**config.mk**
```make
export PLATFORM = sky130hd
export DESIGN_NAME = jk_bank_driver
export DESIGN_NICKNAME = d
export VERILOG_FILES = /design/src/rtl/jk_bank_driver.sv
export SDC_FILE = /design/constraint.sdc
export NUM_CORES = 1
export LEC_CHECK = 0
export ABC_AREA = 0
export BUFFER_PORTS_ARGS = -buffer_cell sky130_fd_sc_hd__clkbuf_2
export CAP_MARGIN = 20
export CORE_MARGIN = 4
export CORE_UTILIZATION = 48
export CTS_CLUSTER_DIAMETER = 60
export DETAILED_ROUTE_END_ITERATION = 8
export GPL_TIMING_DRIVEN = 0
export PLACE_DENSITY_LB_ADDON = 0.25
export SYNTH_ARGS = -nofsm -noshare
export SYNTH_HDL_FRONTEND = slang
export SYNTH_SLANG_ARGS = --single-unit
```
**constraint.sdc**
```tcl
create_clock -name clk -period 1.68 [get_ports clk]
set_input_delay 0.084 -clock clk [delete_from_list [all_inputs] [get_ports clk]]
set_output_delay 0.084 -clock clk [all_outputs]
set_load 0.01 [all_outputs]
```
**src/rtl/jk_bank_driver.sv**
```systemverilog
`default_nettype none
// ============================================================================
// Module      : jk_bank_driver
// Description : Command stage for a bank of JK flip-flops. Computes the J/K
//               excitation for one cycle, then checks the bank's q feedback.
// Revision    : 1.0 - initial release
// ============================================================================
module jk_bank_driver #(
  parameter int WIDTH = 4,
  parameter int CNT_W = 8
) (
  input  logic             clk,
  input  logic             rst,
  input  logic             cmd_valid,
  output logic             cmd_ready,
  input  logic [1:0]       cmd_mode,
  input  logic [WIDTH-1:0] cmd_data,
  input  logic [WIDTH-1:0] q_fb,
  output logic [WIDTH-1:0] j,
  output logic [WIDTH-1:0] k,
  output logic             rsp_valid,
  input  logic             rsp_ready,
  output logic             rsp_ok,
  output logic [WIDTH-1:0] rsp_q,
  output logic [CNT_W-1:0] err_cnt
);

  localparam logic [1:0]       c_mode_load   = 2'b00;
  localparam logic [1:0]       c_mode_toggle = 2'b01;
  localparam logic [1:0]       c_mode_clear  = 2'b10;
  localparam logic [CNT_W-1:0] c_cnt_max     = '1;
  localparam logic [CNT_W-1:0] c_cnt_one     = {{(CNT_W-1){1'b0}}, 1'b1};

  typedef enum logic [1:0] {
    S_IDLE  = 2'd0,
    S_DRIVE = 2'd1,
    S_CHECK = 2'd2,
    S_RESP  = 2'd3
  } state_t;

  state_t           r_state;
  state_t           w_state_next;
  logic             w_accept;
  logic [WIDTH-1:0] w_j_exc;
  logic [WIDTH-1:0] w_k_exc;
  logic [WIDTH-1:0] w_exp_exc;
  logic [WIDTH-1:0] r_j;
  logic [WIDTH-1:0] r_k;
  logic [WIDTH-1:0] r_expected;
  logic             r_rsp_valid;
  logic             r_rsp_ok;
  logic [WIDTH-1:0] r_rsp_q;
  logic [CNT_W-1:0] r_err_cnt;

  assign w_accept = cmd_valid && (r_state == S_IDLE);

  always_ff @(posedge clk or posedge rst) begin
    if (rst) begin
      r_state <= S_IDLE;
    end else begin
      r_state <= w_state_next;
    end
  end

  always_comb begin
    w_state_next = r_state;
    case (r_state)
      S_IDLE:  if (cmd_valid) w_state_next = S_DRIVE;
      S_DRIVE: w_state_next = S_CHECK;
      S_CHECK: w_state_next = S_RESP;
      S_RESP:  if (rsp_ready) w_state_next = S_IDLE;
      default: w_state_next = S_IDLE;
    endcase
  end

  // Excitation is derived from the bank value present at the accept edge.
  always_comb begin
    w_j_exc   = '0;
    w_k_exc   = '0;
    w_exp_exc = q_fb;
    case (cmd_mode)
      c_mode_load: begin
        w_j_exc   = cmd_data & ~q_fb;
        w_k_exc   = ~cmd_data & q_fb;
        w_exp_exc = cmd_data;
      end
      c_mode_toggle: begin
        w_j_exc   = cmd_data;
        w_k_exc   = cmd_data;
        w_exp_exc = q_fb ^ cmd_data;
      end
      c_mode_clear: begin
        w_k_exc   = cmd_data;
        w_exp_exc = q_fb & ~cmd_data;
      end
      default: begin
        w_j_exc   = cmd_data;
        w_exp_exc = q_fb | cmd_data;
      end
    endcase
  end

  always_ff @(posedge clk or posedge rst) begin
    if (rst) begin
      r_j         <= '0;
      r_k         <= '0;
      r_expected  <= '0;
      r_rsp_valid <= 1'b0;
      r_rsp_ok    <= 1'b0;
      r_rsp_q     <= '0;
      r_err_cnt   <= '0;
    end else begin
      // J/K are live only for the DRIVE cycle that follows an accept.
      r_j <= w_accept ? w_j_exc : '0;
      r_k <= w_accept ? w_k_exc : '0;
      if (w_accept) begin
        r_expected <= w_exp_exc;
      end
      if (r_state == S_CHECK) begin
        r_rsp_valid <= 1'b1;
        r_rsp_q     <= q_fb;
        r_rsp_ok    <= (q_fb == r_expected);
        if ((q_fb != r_expected) && (r_err_cnt != c_cnt_max)) begin
          r_err_cnt <= r_err_cnt + c_cnt_one;
        end
      end else if ((r_state == S_RESP) && rsp_ready) begin
        r_rsp_valid <= 1'b0;
      end
    end
  end

  assign cmd_ready = (r_state == S_IDLE);
  assign j         = r_j;
  assign k         = r_k;
  assign rsp_valid = r_rsp_valid;
  assign rsp_ok    = r_rsp_ok;
  assign rsp_q     = r_rsp_q;
  assign err_cnt   = r_err_cnt;

endmodule
`default_nettype wire
```
---- After elaboration in Yosys (flattened, before gate mapping) ----
Index checks and enable logic that the tools add are counted.
cells by class
  shift-type cells ........................ 0
  reduce and logical (&&, ||, !) cells .... 9
  order comparisons ....................... 0
  bitwise operators ....................... 6
  $add $sub $neg .......................... 1
  equality and inequality tests ........... 10
  multiply operators ...................... 0
  div/mod/pow operators ................... 0
  multiplexer cells ....................... 10
operators with widths
  kind                                                 count
  case mux 4 bit (2 select lines)                      2
  case mux 4 bit (3 select lines)                      1
  adder 8 x 1 -> 8 bit, second input constant          1
  bitwise AND 4 bit                                    2
  two-way mux 4 bit                                    2
  inequality test 8 bit, second input constant         1
  inverter 4 bit                                       2
  case mux 2 bit (4 select lines)                      1
  equality test 2 bit, second input constant           3
  equality test 2 x 1 -> 1 bit, second input constant  2
  equality test 4 bit                                  1
  zero test 2 bit                                      2
  two-way mux 2 bit                                    2
  inequality test 2 bit, second input constant         2
  inequality test 4 bit                                1
  bitwise OR 4 bit                                     1
  AND reduction 2 bit                                  2
  XOR 4 bit                                            1
  logical AND 1 bit                                    3
  two-way mux 1 bit                                    2
  nonzero test 2 bit                                   1
  OR reduction 2 bit                                   1
word-level totals
  input port bits ......................... 14
  bits in latches ......................... 0
  memories kept ........................... 0
  bits in registers ....................... 28
  RAM bits ................................ 0
  output and inout port bits .............. 23
  word-level logic and storage cells ...... 44
  bits in read-only memories .............. 0

---- Depth between registers and ports, before layout ----
  word-level depth ........................ 4
  depth in mapped cells ................... 6

---- Worst setup path before layout ----
OpenSTA, ideal clock, no wires.
  path kind ............................... register -> register
  from .................................... reg r_err_cnt[0] (netlist: err_cnt[0])
  to ...................................... reg r_err_cnt[1] (netlist: err_cnt[1])
  data arrival time ....................... 1593 ps
  library setup time ...................... 125 ps
  slack ................................... -38 ps
  stages on the path, launching flop included .. 6
  clock period less this slack ............ 1718 ps
  cells stage by stage .................... dfrtp_1 ha_1 and2_4 or3b_4 and3_4 mux2_4
between the ends
  longest elaborated chain between the ends .. 3
  elaborated cells between the ends (all ways) .. 4
  classes of those cells .................. 1 x add/sub; 1 x eq/ne; 2 x reduce/logical
RTL lines
  element                                                       RTL line  source
  start: declaration                                            53        logic [CNT_W-1:0] r_err_cnt;
  start signal: assignment                                      124       r_err_cnt <= r_err_cnt + c_cnt_one;
  branches (longest 3 deep; another with adder 8 x 1 -> 8 bit)  n/a
Parallel ways; which one is timed is not known.
A chain may end at the register's enable or synchronous reset.

---- Worst setup path in the final report ----
  from .................................... reg r_err_cnt[1] (netlist: err_cnt[1])
  to ...................................... reg r_err_cnt[1] (netlist: err_cnt[1])
Same word-level chain as after synthesis.

==> impl_metrics.toml <==
[timing]
worst_pin_slew_ns = 0.423
period_share = 1.00
hold_ws_ns = 0.0188
setup_violations = 0
rsz0062_at_grt = "yes"
fmax_ghz = 0.595
setup_ws_ns = 0.000207
slew_viol_final = 0
fin_skew_ns = 0.00331
maxSlewHeadroom = 0.718
final_hold_viol_count = 0
fin_crit_ns = 1.68

[global_route]
antenna_found_initial = 0
grt_overflow = 0
grt_pass1_vias = 1169
grt_pass1_wl_um = 5350
grt_usage = 0.160
grt_max_degree = 29

[routing]
first_pass_iters = 4
drtIter0Drc = 69
wire_per_inst_um = 13.4
drc = 0
routed_via_density = 5.00
wl_um = 3250
ant_nets = 0
num_vias = 1211

[placement]
place_ws_ns = -0.186
dp_hpwl_um = 2360
portBuffers = 36
post_dp_cell_area_mm2 = 0.00184
gp_congestion = 0.763

[cells_and_area]
final_net_count = 234
diodes = 0
final_common_cell = "clkbuf_2"
layout-drive-gt1-share = 0.333
most-common-layout-cells = "clkbuf_2 (38), dfrtp_1 (28), ha_1 (20)"
area_growth_pct = 23.8
final_cell_area_mm2 = 0.00198

[synth]
synth_cell_type_count = 29
synth_seq_cells = 28
synth_top_area_frac = 0.438
synth_area_leader_cell = "dfrtp_1"
synth.net_count = 182
syn_area_mm2 = 0.00160
ys_warn_count = 0
syn_inst = 147
ys_top_cells_by_area = "dfrtp_1 (44%), ha_1 (16%), mux2_2 (5.6%), xnor2_1 (3.8%), inv_1 (3.5%)"
avgSynthCellArea_um2 = 10.9
ys_seq_area_frac = 0.438

[worst_setup_path]
critPathKind = "flip-flop to flip-flop"
cp.required_ns = 1.92
crit_path_max_fanout = 4
cp.arrival_ns = 1.92
endpoint_kind = "flip-flop"
start_kind = "flip-flop"

[floorplanning]
dieArea_mm2 = 0.00432
start_util = 0.512
dieWidth_um = 65.8
die_y_um = 65.8
pin_count = 37
row_count = 20
core_mm2 = 0.00313

[power_and_ir_drop]
swShare = 0.357
p_per_area_mw_per_mm2 = 1270
p_seq_frac = 0.414
combPwrFrac = 0.454
p_leak_uw = 0.00102
clkPwrFrac = 0.132
p_int_uw = 1620
switchingPower_uw = 900
ir_drop_uv = 694

[cts]
clock_latency_ns = 0.33
cts_made_buffers = 3
cts_root_buffer = "clkbuf_4"
clk_pin_slew_ns = 0.15
cts_max_level = 1
cts_buffer_depth = 2
clock-sinks = 28
cts_tree = "done"

[outcome]
status = "finished clean"

[job]
maxCapViolCount = 0

[min_path]
min_path_type = "input port to flip-flop"
-- through the flow --
step / setup TNS, ns / utilization / total power, µW / cells
6_report: 0 / 0.634 / 2520 / 242
5_1_grt: -0.0651 / 0.634 / 2710 / 242
4_1_cts: 0 / 0.615 / 2470 / 237
3_5_place_dp: -0.282 / 0.587 / 2060 / 227
3_3_place_gp: -0.173 / 0.587 / 2010 / 227
2_1_floorplan: -0.0382 / - / 1720 / 147
-- worst paths after layout --
| check | depth (start not counted) | start | to | slack [ns] |
|---|---|---|---|---|
| setup / recovery | 5 | err_cnt[1]$_DFFE_PP0P_ | err_cnt[1]$_DFFE_PP0P_ | 0.0002 |
| hold / removal | 3 | rsp_ready | rsp_valid$_DFFE_PP0P_ | 0.02 |
| setup reg to reg | 5 | err_cnt[1]$_DFFE_PP0P_ | err_cnt[1]$_DFFE_PP0P_ | 0.0002 |
| hold reg to reg | 1 | rsp_valid$_DFFE_PP0P_ | rsp_valid$_DFFE_PP0P_ | 0.51 |
| max in group asynchronous | 4 | rst | rsp_valid$_DFFE_PP0P_ | 1.10 |
| min in group asynchronous | 3 | rst | err_cnt[5]$_DFFE_PP0P_ | 0.19 |
-- power groups by stage --
stage	clock, µW	combinational (µW)	sequential, µW
final	331	1150	1040
after global routing	374	1270	1070
after CTS	339	1090	1040
after detailed placement	0	989	1070
after global placement	0	952	1050
after floorplan	0	602	1120
-- worst max-delay path: stages, from the launching register on --
cell     delay (ns)
dfrtp_1        0.39
ha_2           0.18
and2_4         0.14
or3b_4         0.39
and3_4         0.19
mux2_4         0.29
-- metal layers --
| layer | vias up | global-route usage | share of wire |
|---|---|---|---|
| met2 | 36 | 0.267 | 0.48 |
| li1 | 613 | - | - |
| met1 | 558 | 0.207 | 0.45 |
| met3 | 4 | 0.0274 | 0.051 |
| met4 | 0 | 0.0544 | 0.014 |
| met5 | - | 0 | 0 |
-- timing repair --
item	in CTS	in global routing
setup endpoints to repair	3	4
endpoints found under the hold margin	28	0
gates resized for setup	2	2
pin swaps	1	1
hold buffers	1	0
buffers inserted	5	4
-- Yosys cell counts --
cell / n
nor2b_1: 1
and4bb_1: 1
and3_4: 1
nor2_1: 6
and2_4: 1
nand2_1: 11
mux2_4: 1
clkbuf_1: 4
nand2b_1: 1
a222oi_1: 4
or3b_4: 1
o21ai_0: 5
nand3_1: 2
dfrtp_1: 28
nand4_1: 4
ha_1: 21
o32a_1: 1
nand3b_1: 1
xnor2_1: 7
xor2_1: 2
mux2i_1: 1
nor3_1: 7
mux2_2: 8
inv_1: 15
nand3_2: 1
a21o_1: 1
a21oi_1: 3
mux2_1: 2
a22oi_1: 6
-- area by class of cell --
cell class              count  area (µm²)
fillers                   246        1140
multi-input cells         100         832
flip-flops and latches     28         701
repair buffers             47         285
inverters                  15        56.3
well taps                  44        55.1
clock buffers               4        36.3
plain buffers               4        17.5
-- registers in the layout, indices dropped and copies added, names as in the netlist --
register,flops
j,4
k,4
rsp_valid,1
r_state,2
rsp_ok,1
rsp_q,4
err_cnt,8
r_expected,4
-- cell families after synthesis --
| logic type | share of synthesized area |
|---|---|
| muxes | 0.0859 |
| AOI/OAI and AO/OA | 0.0891 |
| xor gates and xnor gates | 0.0492 |
| adders and majority gates | 0.164 |
| buffers and inverters | 0.0445 |
| and+or+nand+nor | 0.130 |
| DFF | 0.437 |
Note: power is estimated with default switching activity, not from simulation.
